==> config.mk <==
export PLATFORM = sky130hd
export DESIGN_NAME = magnetron_power_ctrl
export DESIGN_NICKNAME = d
export VERILOG_FILES = /design/src/rtl/magnetron_pkg.sv /design/src/rtl/magnetron_pwm.sv /design/src/rtl/magnetron_power_ctrl.sv
export SDC_FILE = /design/constraint.sdc
export NUM_CORES = 1
export LEC_CHECK = 0
export ABC_AREA = 1
export BUFFER_PORTS_ARGS = -buffer_cell sky130_fd_sc_hd__buf_2
export CAP_MARGIN = 15
export CORE_MARGIN = 5
export CORE_UTILIZATION = 40
export DETAILED_ROUTE_END_ITERATION = 6
export GPL_TIMING_DRIVEN = 0
export PLACE_DENSITY_LB_ADDON = 0.05
export SLEW_MARGIN = 20
export SYNTH_ARGS = -nofsm -noshare
export SYNTH_HDL_FRONTEND = slang
export SYNTH_HIERARCHICAL = 1
export SYNTH_SLANG_ARGS = --single-unit
==> constraint.sdc <==
create_clock -name i_clk -period 3.5 [get_ports i_clk]
set_input_delay 0.35 -clock i_clk [delete_from_list [all_inputs] [get_ports i_clk]]
set_output_delay 0.35 -clock i_clk [all_outputs]
set_load 0.02 [all_outputs]
==> src/rtl/magnetron_pkg.sv <==
// Shared definitions for the magnetron power controller.
// Holds the FSM state width and state encodings used by the top level and
// visible to anything that decodes o_state.
package magnetron_pkg;

  localparam int STATE_W = 2;

  localparam logic [STATE_W-1:0] ST_IDLE  = 2'd0;
  localparam logic [STATE_W-1:0] ST_COOK  = 2'd1;
  localparam logic [STATE_W-1:0] ST_PAUSE = 2'd2;
  localparam logic [STATE_W-1:0] ST_DONE  = 2'd3;

endpackage

==> src/rtl/magnetron_pwm.sv <==
// Duty-cycle generator for the magnetron.
// Keeps the window counter, the latched (clamped) power level and the
// registered on term. The window is LEVELS*SLOT cycles long; the output is on
// for the first lvl*SLOT cycles of each window.
// Ports:
//   i_clk, i_rst      clock, synchronous active-high reset
//   i_cook_now        FSM is currently in COOK
//   i_cook_next       FSM will be in COOK after this edge
//   i_power_level     requested level, 0..LEVELS (larger values clamp)
//   o_on_q            registered duty term
module magnetron_pwm
  import magnetron_pkg::*;
#(
  parameter int LEVELS = 10,
  parameter int SLOT   = 100,
  localparam int LW    = $clog2(LEVELS + 1),
  localparam int CNT_W = $clog2(LEVELS * SLOT + 1)
) (
  input  logic          i_clk,
  input  logic          i_rst,
  input  logic          i_cook_now,
  input  logic          i_cook_next,
  input  logic [LW-1:0] i_power_level,
  output logic          o_on_q
);

  localparam logic [LW-1:0]    LVL_MAX  = LW'(LEVELS);
  localparam logic [CNT_W-1:0] SLOT_C   = CNT_W'(SLOT);
  localparam logic [CNT_W-1:0] WIN_LAST = CNT_W'(LEVELS * SLOT - 1);

  logic [CNT_W-1:0] r_win_cnt;
  logic [LW-1:0]    r_lvl;
  logic             r_on_q;

  logic             w_enter;
  logic             w_stay;
  logic             w_wrap;
  logic [LW-1:0]    w_lvl_clamped;
  logic [CNT_W-1:0] w_cnt_nxt;
  logic [LW-1:0]    w_lvl_nxt;
  logic [CNT_W-1:0] w_thr_nxt;

  assign w_enter       = i_cook_next & ~i_cook_now;
  assign w_stay        = i_cook_next & i_cook_now;
  assign w_wrap        = (r_win_cnt == WIN_LAST);
  assign w_lvl_clamped = (i_power_level > LVL_MAX) ? LVL_MAX : i_power_level;

  always_comb begin
    w_cnt_nxt = r_win_cnt;
    w_lvl_nxt = r_lvl;
    if (w_enter) begin
      w_cnt_nxt = '0;
      w_lvl_nxt = w_lvl_clamped;
    end else if (w_stay) begin
      if (w_wrap) begin
        w_cnt_nxt = '0;
        w_lvl_nxt = w_lvl_clamped;
      end else begin
        w_cnt_nxt = r_win_cnt + 1'b1;
      end
    end
  end

  // lvl never exceeds LEVELS, so the product always fits in CNT_W bits.
  assign w_thr_nxt = CNT_W'(w_lvl_nxt) * SLOT_C;

  always_ff @(posedge i_clk) begin
    if (i_rst) begin
      r_win_cnt <= '0;
      r_lvl     <= '0;
      r_on_q    <= 1'b0;
    end else begin
      r_win_cnt <= w_cnt_nxt;
      r_lvl     <= w_lvl_nxt;
      r_on_q    <= i_cook_next & (w_cnt_nxt < w_thr_nxt);
    end
  end

  assign o_on_q = r_on_q;

endmodule

==> src/rtl/magnetron_power_ctrl.sv <==
// Magnetron power controller: start/stop/cancel FSM plus duty-cycle power
// control with a combinational door interlock on the magnetron enable.
//
// state | meaning
// IDLE  | waiting for a valid start
// COOK  | cooking, magnetron duty-cycled by the power level
// PAUSE | stopped or door opened, waiting for restart or cancel
// DONE  | timer expired, one-cycle completion pulse
//
// Ports:
//   i_clk, i_rst         clock, synchronous active-high reset
//   i_startn/i_stopn/i_clearn  active-low start, stop, cancel
//   i_door_closed        1 = door closed
//   i_timer_done         cook timer expired (level)
//   i_power_level        requested level 0..LEVELS
//   o_mag_on             magnetron enable
//   o_state              FSM state code
//   o_done               completion pulse
module magnetron_power_ctrl
  import magnetron_pkg::*;
#(
  parameter int LEVELS = 10,
  parameter int SLOT   = 100,
  localparam int LW    = $clog2(LEVELS + 1)
) (
  input  logic               i_clk,
  input  logic               i_rst,
  input  logic               i_startn,
  input  logic               i_stopn,
  input  logic               i_clearn,
  input  logic               i_door_closed,
  input  logic               i_timer_done,
  input  logic [LW-1:0]      i_power_level,
  output logic               o_mag_on,
  output logic [STATE_W-1:0] o_state,
  output logic               o_done
);

  logic [STATE_W-1:0] r_state;
  logic [STATE_W-1:0] w_state_nxt;
  logic               w_start_ok;
  logic               w_on_q;

  assign w_start_ok = ~i_startn & i_door_closed & i_stopn & i_clearn & ~i_timer_done;

  always_comb begin
    w_state_nxt = r_state;
    case (r_state)
      ST_IDLE:  if (w_start_ok) w_state_nxt = ST_COOK;
      ST_COOK: begin
        if (!i_clearn)                        w_state_nxt = ST_IDLE;
        else if (i_timer_done)                w_state_nxt = ST_DONE;
        else if (!i_stopn || !i_door_closed)  w_state_nxt = ST_PAUSE;
      end
      ST_PAUSE: begin
        if (!i_clearn)       w_state_nxt = ST_IDLE;
        else if (w_start_ok) w_state_nxt = ST_COOK;
      end
      default:  w_state_nxt = ST_IDLE;
    endcase
  end

  always_ff @(posedge i_clk) begin
    if (i_rst) r_state <= ST_IDLE;
    else       r_state <= w_state_nxt;
  end

  magnetron_pwm #(
    .LEVELS(LEVELS),
    .SLOT  (SLOT)
  ) u_pwm (
    .i_clk        (i_clk),
    .i_rst        (i_rst),
    .i_cook_now   (r_state == ST_COOK),
    .i_cook_next  (w_state_nxt == ST_COOK),
    .i_power_level(i_power_level),
    .o_on_q       (w_on_q)
  );

  // Door interlock is deliberately combinational so opening the door cuts
  // the magnetron without waiting for a clock edge.
  assign o_mag_on = w_on_q & i_door_closed;
  assign o_state  = r_state;
  assign o_done   = (r_state == ST_DONE);

endmodule

==> results of run 1 <==
==> flip-flops by register name, indices dropped and copies added (netlist names) <==
| signal | cells |
|---|---|
| u_pwm/r_win_cnt | 10 |
| u_pwm/o_on_q | 1 |
| u_pwm/r_lvl | 4 |
| o_state | 2 |
==> stage by stage <==
stage | TNS (ns) | instances | hold WS, ns | worst slack, ns | util
after global routing | -0.178 | 261 | 0.314 | -0.178 | 0.560
final | 0 | 261 | 0.310 | 0.000624 | 0.560
after floorplan | 0 | 179 | 0.408 | 0.0214 | -
after CTS | 0 | 254 | 0.306 | 0.00738 | 0.526
after global placement | -0.372 | 237 | 0.513 | -0.372 | 0.460
after detailed placement | -0.445 | 237 | 0.516 | -0.445 | 0.460
==> layout make-up <==
| cell class | count | area share |
|---|---|---|
| multi-input combinational | 125 | 0.530 |
| sequential | 17 | 0.204 |
| timing repair buffer | 34 | 0.132 |
| inverter | 35 | 0.0819 |
| tap | 44 | 0.0324 |
| clock buffer | 4 | 0.0155 |
| buffer | 2 | 0.00442 |
==> logic make-up after synthesis <==
family	Yosys count	share of synthesized area
simple gates	91	0.345
compound gates	10	0.0519
buf+inv	37	0.111
fa+ha+maj	16	0.166
xor+xnor	8	0.0558
flops	17	0.271
==> layer usage <==
layer / up-vias / GRT usage
met1: 579 / 0.164
li1: 641 / -
met4: 0 / 0.0406
met5: - / 0
met2: 25 / 0.275
met3: 6 / 0.0408
==> placed cells by master (no fill, tap or decap), types with 2 or more instances in the layout <==
| cell | n |
|---|---|
| xnor2_1 | 3 |
| nand2_1 | 28 |
| dfxtp_1 | 15 |
| clkbuf_4 | 3 |
| nor2_4 | 3 |
| nand2_4 | 3 |
| clkbuf_1 | 3 |
| inv_1 | 26 |
| a21oi_1 | 3 |
| inv_4 | 3 |
| nor2_1 | 22 |
| nand2_2 | 6 |
| buf_4 | 19 |
| nor4_1 | 2 |
| inv_2 | 6 |
| ha_4 | 4 |
| nor3_1 | 6 |
| buf_2 | 14 |
| ha_1 | 10 |
| xor2_1 | 4 |
| nor2_2 | 2 |
| nand3_1 | 13 |
==> Yosys cell counts (3+ instances only) <==
library cell / count
a21oi_1: 4
dfxtp_1: 17
ha_1: 15
inv_1: 31
inv_2: 4
nand2_1: 33
nand2_2: 3
nand3_1: 14
nor2_1: 22
nor2_2: 4
nor3_1: 6
xnor2_1: 4
xor2_1: 4
==> path summary, 6_finish.rpt <==
check,start,endpoint,slack (ns)
hold reg to reg,u_pwm/r_lvl[1]$_SDFF_PP0_,u_pwm/r_lvl[1]$_SDFF_PP0_,0.56
hold / removal,i_rst,o_state[1]$_SDFF_PP0_,0.31
setup reg to reg,o_state[1]$_SDFF_PP0_,u_pwm/o_on_q$_SDFF_PP0_,0.0006
setup / recovery,o_state[1]$_SDFF_PP0_,u_pwm/o_on_q$_SDFF_PP0_,0.0006
==> power by group through the flow <==
| stage | clock [mW] | sequential, mW | combinational, mW |
|---|---|---|---|
| 4_1_cts | 0.114 | 0.196 | 0.0604 |
| 3_3_place_gp | 0 | 0.200 | 0.0477 |
| 2_1_floorplan | 0 | 0.200 | 0.0327 |
| 3_5_place_dp | 0 | 0.200 | 0.0491 |
| 6_report | 0.107 | 0.196 | 0.0675 |
| 5_1_grt | 0.122 | 0.196 | 0.0757 |
==> what timing repair did <==
item / in CTS / in global routing
gates resized for setup: 16 / 15
pin swaps: 16 / 15
buffers inserted: 13 / 7
setup endpoints to repair: 1 / 1
==> results.cfg, run 1 <==
[run_status]
status = completed

[layout]
nets = 245
drive_gt1_frac = 0.355
area_delta_synth_final_pct = 35.2
ff_latch_area_um2 = 345
multi_input_area_um2 = 900
fill_cells = 300
antenna_cells = 0
fin_area_um2 = 1700

[setup_path]
cp.depth = 24
cp_num_buf_inv = 7
cpMaxStageDelayCell = dfxtp_4
cp.required_ns = 3.73
rr_worst_depth = 24
worstSetupPathType = reg2reg
crit_arrival_ns = 3.73
cp_max_fo = 5
path_cells = buf_6, nand3_1, nand2_1, nand2_2, nand2_2, inv_4, inv_4, nor2_4, inv_2, nand2_4, inv_2, or2_4, o22ai_4, inv_2, ha_4, inv_2, ha_4, nand2_2, nand2_2, xor2_1, ha_1, a2111oi_2, nand3_1, a21oi_2
critPathMaxStageDelay_ns = 0.37
crit_family = simple AND/OR/NAND/NOR gates
critPathCaptureType = flop
critPathLaunchType = flop

[hold_path]
hp-class = in2reg
min_delay_path_depth = 2

[pwr]
pwr-share-clk = 0.289
comb_power_share = 0.182
power_density_nw_per_um2 = 218
ir_worst_vdd_uv = 140
leakagePower_nw = 0.835
internal-power_uw = 269
power_frac_seq = 0.529
switching_share = 0.273
power_switching_uw = 101
p_total_uw = 370

[die]
start_util = 0.414
io_pins = 15
die-area_um2 = 4360
die_w_um = 66.0
fp-row-count = 20
die_y_um = 66.0
core_area_um2 = 3030

[grt]
grt_overflow = 0
grt_pass1_vias = 1181
antenna_found_initial = 0
grt_pass1_wl_mm = 5.07
grt_usage = 0.149
grt_max_degree = 11

[sta]
post-route-min-period_ns = 3.50
finalHoldViolCount = 0
rsz0062_at_grt = true
tightest_slew_ns = 0.558
period_share = 1.00
max_freq_mhz = 286
fin_skew_ns = 0.00191
relSlewSlack = 0.628
setup_viol = 0
final-max-slew-violation-count = 0

[detailed_routing]
viasPerCell = 4.79
avgRoutedWirePerCell_um = 11.1
wl_met3_um = 103
vias = 1251
wl_met1_mm = 1.26
wl_met2_mm = 1.50
drt_iter0_drc = 26
dr.pass1.iters = 5
dr.max_layer_used = met4
drt.antenna.violating_nets = 0
wirelength_mm = 2.91
drcViolationCount = 0

[logic_synthesis]
synth_cell_types = 28
yosysTopAreaCell = dfxtp_1
syn_nets = 206
ys_seq_elements = 17
async_flop_share = 0
netlist_area_um2 = 1250
synth_edf_count = 0
syn_area_per_cell_um2 = 7.01
yosys_warnings = 6
synth_area_leaders = dfxtp_1 27%, ha_1 15%, nand2_1 9.9%
syn_inst = 179
synthFlopType = dfxtp_1
synth_top_area_share = 0.271
seq_area_frac_synth = 0.271

[placement]
gp_congestion = 0.758
hpwl_mm = 2.12
placed_area_um2 = 1390
io_buffers = 14

[cts]
cts_tree = yes
cts_buffers = 3
clkLatencyLatePin_ns = 0.29
clk_pin_slew_worst_paths_ns = 0.10
cts.sinks = 17
holdBufCountCts = 0
cts_max_level = 1
root_buffer = clkbuf_4
clk_path_buf_depth = 2

[run]
drv_cap = 0
No activity file was read; power rests on OpenSTA's default activity.
==> run 2, diff against run 1 <==
Settings changed: MAX_ROUTING_LAYER from default to met4.
Clock period 3.5 ns to 3 ns, I/O delays scaled along.
==> run 2 against run 1 <==
The flow now finishes with violations (setup timing). Hold slack got worse by 0.030 ns. Register-to-register slack got worse by 0.52 ns. Die area unchanged. Global-route usage about the same. Clock skew decreased by 0.0013 ns. Fmax decreased by 0.63%. Critical path depth decreased by 1. Power increased by 14%. First-iteration DRC count increased by 62%. Final cell count decreased by 5.4%. Critical path type unchanged. Highest routed layer unchanged.
==> results.cfg, run 2 (same netlist as run 1, synthesis figures left out) <==
[layout]
ff_latch_area_um2 = 348
multi_input_area_um2 = 872
layout.cells.most_common = nand2_1
area_delta_synth_final_pct = 23.9
layout_common_cells = 31 x nand2_1, 25 x inv_1, 22 x nor2_1, 15 x dfxtp_1, 14 x buf_2
regMostFlops = u_pwm/r_win_cnt
antenna_cells = 0
drive_gt1_frac = 0.286
stdcell_count = 247
nets = 231
largest_register_ffs = 10
fill_cells = 301

[placement]
gp_congestion = 0.783
dp.cells = 237
io_buffers = 14
hpwl_mm = 2.19

[sta]
finalHoldViolCount = 0
fin_skew_ns = 0.000627
rsz0062_at_grt = true
final-max-slew-violation-count = 0
max_freq_mhz = 284
relSlewSlack = 0.662
fin_ws_ns = -0.521
period_share = 1.17
post-route-min-period_ns = 3.52
fin_setup_tns_ns = -0.521
tightest_slew_ns = 0.507
setup_viol = 1

[detailed_routing]
drt.antenna.violating_nets = 0
dr.pass1.iters = 4
drcViolationCount = 0
avgRoutedWirePerCell_um = 11.1
drt_iter0_drc = 42
vias = 1157
viasPerCell = 4.68
wirelength_mm = 2.74

[die]
core_area_um2 = 3030
io_pins = 15
die_w_um = 66.0
die-area_um2 = 4360
start_util = 0.414
fp-row-count = 20
die_y_um = 66.0

[setup_path]
cp.required_ns = 3.23
cp_max_fo = 6
worstSetupPathType = reg2reg
critPathLaunchType = flop
rr_startpoint = o_state[1]$_SDFF_PP0_
critPathCaptureType = flop
rr_worst_depth = 23
crit_arrival_ns = 3.75
r2r_end = u_pwm/o_on_q$_SDFF_PP0_
ff2ff_setup_slack_ns = -0.52

[cts]
cts.sinks = 17
cts_buffers = 3
clkLatencyLatePin_ns = 0.29
cts_max_level = 1
cts_tree = yes
root_buffer = clkbuf_4
clk_pin_slew_worst_paths_ns = 0.10
clk_path_buf_depth = 2

[hold_path]
hp-start = i_rst
min_delay_path_depth = 2
hold_end = o_state[1]$_SDFF_PP0_
hp-class = in2reg

[pwr]
power_density_nw_per_um2 = 272
ir_worst_vdd_uv = 146
leakagePower_nw = 0.774
p_total_uw = 422

[grt]
antenna_found_initial = 0
grt_pass1_vias = 1159
grt_usage = 0.149
grt_max_degree = 11
grt_pass1_wl_mm = 4.96
grt_overflow = 0

[run_status]
violations = setup timing
status = complete, but fails checks

[run]
drv_cap = 0
[run 2: per-stage QoR]
step	util	hold WS, ns	worst slack (ns)	area [µm²]
4_1_cts	0.506	0.252	-0.535	1530
3_5_place_dp	0.472	0.561	-0.795	1430
5_1_grt	0.514	0.270	-0.758	1560
6_report	0.514	0.280	-0.521	1560
3_3_place_gp	0.472	0.512	-0.684	1430
2_1_floorplan	-	0.358	-0.361	1300
[run 2: per-layer routing]
layer  vias to the layer above  track usage  wire (µm)
met3                         4       0.0306        107
met4                         0       0.0457         29
li1                        612            -          -
met2                        17        0.270       1380
met5                         -            -          0
met1                       524        0.163       1230
[run 2: what timing repair did]
| item | in CTS | in global routing |
|---|---|---|
| setup buffers | 6 | 0 |
| hold buffers | 0 | 0 |
| resized for setup | 11 | 4 |
| pin swaps | 5 | 0 |
| setup endpoints to repair | 1 | 1 |
[run 2: worst max path at each step]
stage                          startpoint                      end  slack [ns]
floorplan           o_state[1]$_SDFF_PP0_  u_pwm/o_on_q$_SDFF_PP0_       -0.36
global route        o_state[1]$_SDFF_PP0_  u_pwm/o_on_q$_SDFF_PP0_       -0.76
detailed placement           i_timer_done  u_pwm/o_on_q$_SDFF_PP0_       -0.79
global placement             i_timer_done  u_pwm/o_on_q$_SDFF_PP0_       -0.68
finish              o_state[1]$_SDFF_PP0_  u_pwm/o_on_q$_SDFF_PP0_       -0.52
CTS                 o_state[1]$_SDFF_PP0_  u_pwm/o_on_q$_SDFF_PP0_       -0.53
[run 2: critical path, cell delays in order (launching register included)]
cell       delay (ns)
dfxtp_4          0.37
inv_2            0.05
nand2_2          0.05
nor2_2           0.10
nand2_1          0.06
nand2_1          0.07
nand2_2          0.06
nand2_1          0.07
inv_2            0.06
inv_2            0.11
nor2_4           0.06
inv_2            0.10
nand2_4          0.08
buf_4            0.14
o21ai_2          0.16
inv_2            0.09
ha_1             0.30
ha_1             0.23
fa_1             0.38
xnor2_1          0.16
ha_2             0.20
a2111oi_4        0.33
nand3_1          0.11
a21oi_1          0.12
[run 2: final cells by class]
class	instances	area share
Buffer	2	0.00483
Inverter	35	0.0845
Clock buffer	4	0.0169
Multi-Input combinational cell	125	0.561
Sequential cell	17	0.224
Timing Repair Buffer	20	0.0740
Tap cell	44	0.0354
[run 2: report_power, final]
group	switching, mW	internal (mW)	leakage (nW)
Combinational	0.0392	0.0289	0.620
Clock	0.0749	0.0518	0.0150
Sequential	0.00142	0.226	0.139
==> run 3, diff against run 2 <==
Clock period 3 ns to 4.3 ns, I/O delays scaled along.
==> run 3 against run 2 <==
The flow now finishes without violations. Worst setup slack gained 0.91 ns. Utilization shrank 4.6 points. Global-route usage shrank 2.0 points. Register-to-register slack gained 0.91 ns. Non-clock buffer count shrank 6.
==> results.cfg, run 3 (same netlist as run 1, synthesis figures left out) <==
[cts]
clk_path_buf_depth = 2
clk_pin_slew_worst_paths_ns = 0.12
cts_buffers = 3
holdBufCountCts = 0
cts_setup_buffers = 0
cts.sinks = 17
root_buffer = clkbuf_4
clkLatencyLatePin_ns = 0.30
cts_max_level = 1
cts_tree = yes

[hold_path]
hp-class = in2reg
min_delay_path_depth = 2
hp-start = i_rst
hold_end = o_state[1]$_SDFF_PP0_

[setup_path]
rr_startpoint = o_state[1]$_SDFF_PP0_
r2r_end = u_pwm/o_on_q$_SDFF_PP0_
rr_worst_depth = 26
worstSetupPathType = reg2reg
critPathLaunchType = flop
critPathCaptureType = flop
ff2ff_setup_slack_ns = 0.39
cp_max_fo = 7
cp.required_ns = 4.50
crit_arrival_ns = 4.12

[run]
drv_cap = 0

[sta]
post-route-min-period_ns = 3.91
rsz0062_at_grt = false
fin_skew_ns = 0.0156
setup_viol = 0
relSlewSlack = 0.645
max_freq_mhz = 256
finalHoldViolCount = 0
tightest_slew_ns = 0.533
final-max-slew-violation-count = 0
fin_ws_ns = 0.386
period_share = 0.910
fin_setup_tns_ns = 0

[pwr]
p_total_uw = 290
ir_worst_vdd_uv = 116
leakagePower_nw = 0.733
power_density_nw_per_um2 = 205

[layout]
antenna_cells = 0
fill_cells = 331
stdcell_count = 241
largest_register_ffs = 10
drive_gt1_frac = 0.183
regMostFlops = u_pwm/r_win_cnt
nets = 225
layout.cells.most_common = nand2_1
final_util = 0.468
layout_common_cells = 33 x nand2_1, 30 x inv_1, 22 x nor2_1, 17 x dfxtp_1, 15 x ha_1
multi_input_area_um2 = 782
area_delta_synth_final_pct = 12.9
ff_latch_area_um2 = 340

[grt]
grt_max_degree = 12
grt_overflow = 0
grt_pass1_vias = 1010
grt_pass1_wl_mm = 4.24
grt_usage = 0.129
antenna_found_initial = 0

[detailed_routing]
drt_iter0_drc = 15
drt.antenna.violating_nets = 0
viasPerCell = 4.55
avgRoutedWirePerCell_um = 10.7
drcViolationCount = 0
wirelength_mm = 2.57
dr.pass1.iters = 4
vias = 1096

[die]
start_util = 0.414
io_pins = 15
fp-row-count = 20
die_w_um = 66.0
core_area_um2 = 3030
die_y_um = 66.0
die-area_um2 = 4360

[placement]
gp_congestion = 0.756
dp.cells = 237
io_buffers = 14
pre_cts_ws_ns = 0.0599
hpwl_mm = 2.17

[run_status]
status = completed
[run 3: cell count changes in the layout (fill, tap and decap cells not counted), sizes merged]
cell / change
clkbuf: -1
buf: -6
clkinvlp: +1
[run 3: power breakdown]
group          total (mW)  internal [mW]  switching, mW
registers           0.160          0.159       0.000837
clock network      0.0908         0.0354         0.0554
logic              0.0393         0.0155         0.0239
total               0.290          0.210         0.0801
[run 3: per-layer routing]
metal / up-vias / routed length [µm] / track usage
met1: 488 / 1210 / 0.156
met3: 2 / 60 / 0.0204
li1: 600 / - / -
met4: 0 / 13 / 0.0457
met5: - / 0 / -
met2: 6 / 1290 / 0.218
[run 3: worst max-delay path by stage]
stage	start	endpoint	slack, ns	cells past startpoint
floorplan	o_state[1]$_SDFF_PP0_	u_pwm/o_on_q$_SDFF_PP0_	0.62	26
global placement	i_timer_done	u_pwm/o_on_q$_SDFF_PP0_	0.14	26
detailed placement	i_timer_done	u_pwm/o_on_q$_SDFF_PP0_	0.06	26
CTS	o_state[1]$_SDFF_PP0_	u_pwm/o_on_q$_SDFF_PP0_	0.19	26
global route	o_state[1]$_SDFF_PP0_	u_pwm/o_on_q$_SDFF_PP0_	0.08	26
finish	o_state[1]$_SDFF_PP0_	u_pwm/o_on_q$_SDFF_PP0_	0.39	26
[run 3: repair_timing]
action	in CTS	in global routing
hold endpoints to repair	0	0
endpoints found under the setup margin	0	1
gates resized for setup	0	3
[run 3: area by class of cell]
type                            count  area share
Multi-Input combinational cell    125       0.552
Sequential cell                    17       0.240
Inverter                           35      0.0928
Timing Repair Buffer               14      0.0495
Tap cell                           44      0.0389
Clock buffer                        3      0.0159
Clock inverter                      1     0.00530
Buffer                              2     0.00530
[run 3: stage by stage]
| stage | hold WS [ns] | cell area, µm² |
|---|---|---|
| after floorplan | 0.482 | 1250 |
| after global placement | 0.504 | 1380 |
| after detailed placement | 0.533 | 1380 |
| after CTS | 0.375 | 1410 |
| after global routing | 0.397 | 1420 |
| final | 0.392 | 1420 |
[run 3: critical path: stages (launching register included)]
cell       delay (ns)
dfxtp_1          0.38
inv_1            0.07
nand2_2          0.07
nor2_2           0.04
nand2_1          0.05
nand2_1          0.06
nand2_2          0.07
nand2_1          0.06
inv_2            0.10
nand2_2          0.12
nor2_4           0.14
nand3_4          0.09
nand2_4          0.12
inv_2            0.05
or2_1            0.22
o22ai_2          0.15
inv_2            0.08
ha_1             0.28
inv_1            0.04
ha_1             0.32
nand3_1          0.08
nand2_1          0.06
xor2_1           0.17
ha_1             0.34
a2111oi_2        0.36
nand3_1          0.10
a21oi_1          0.19
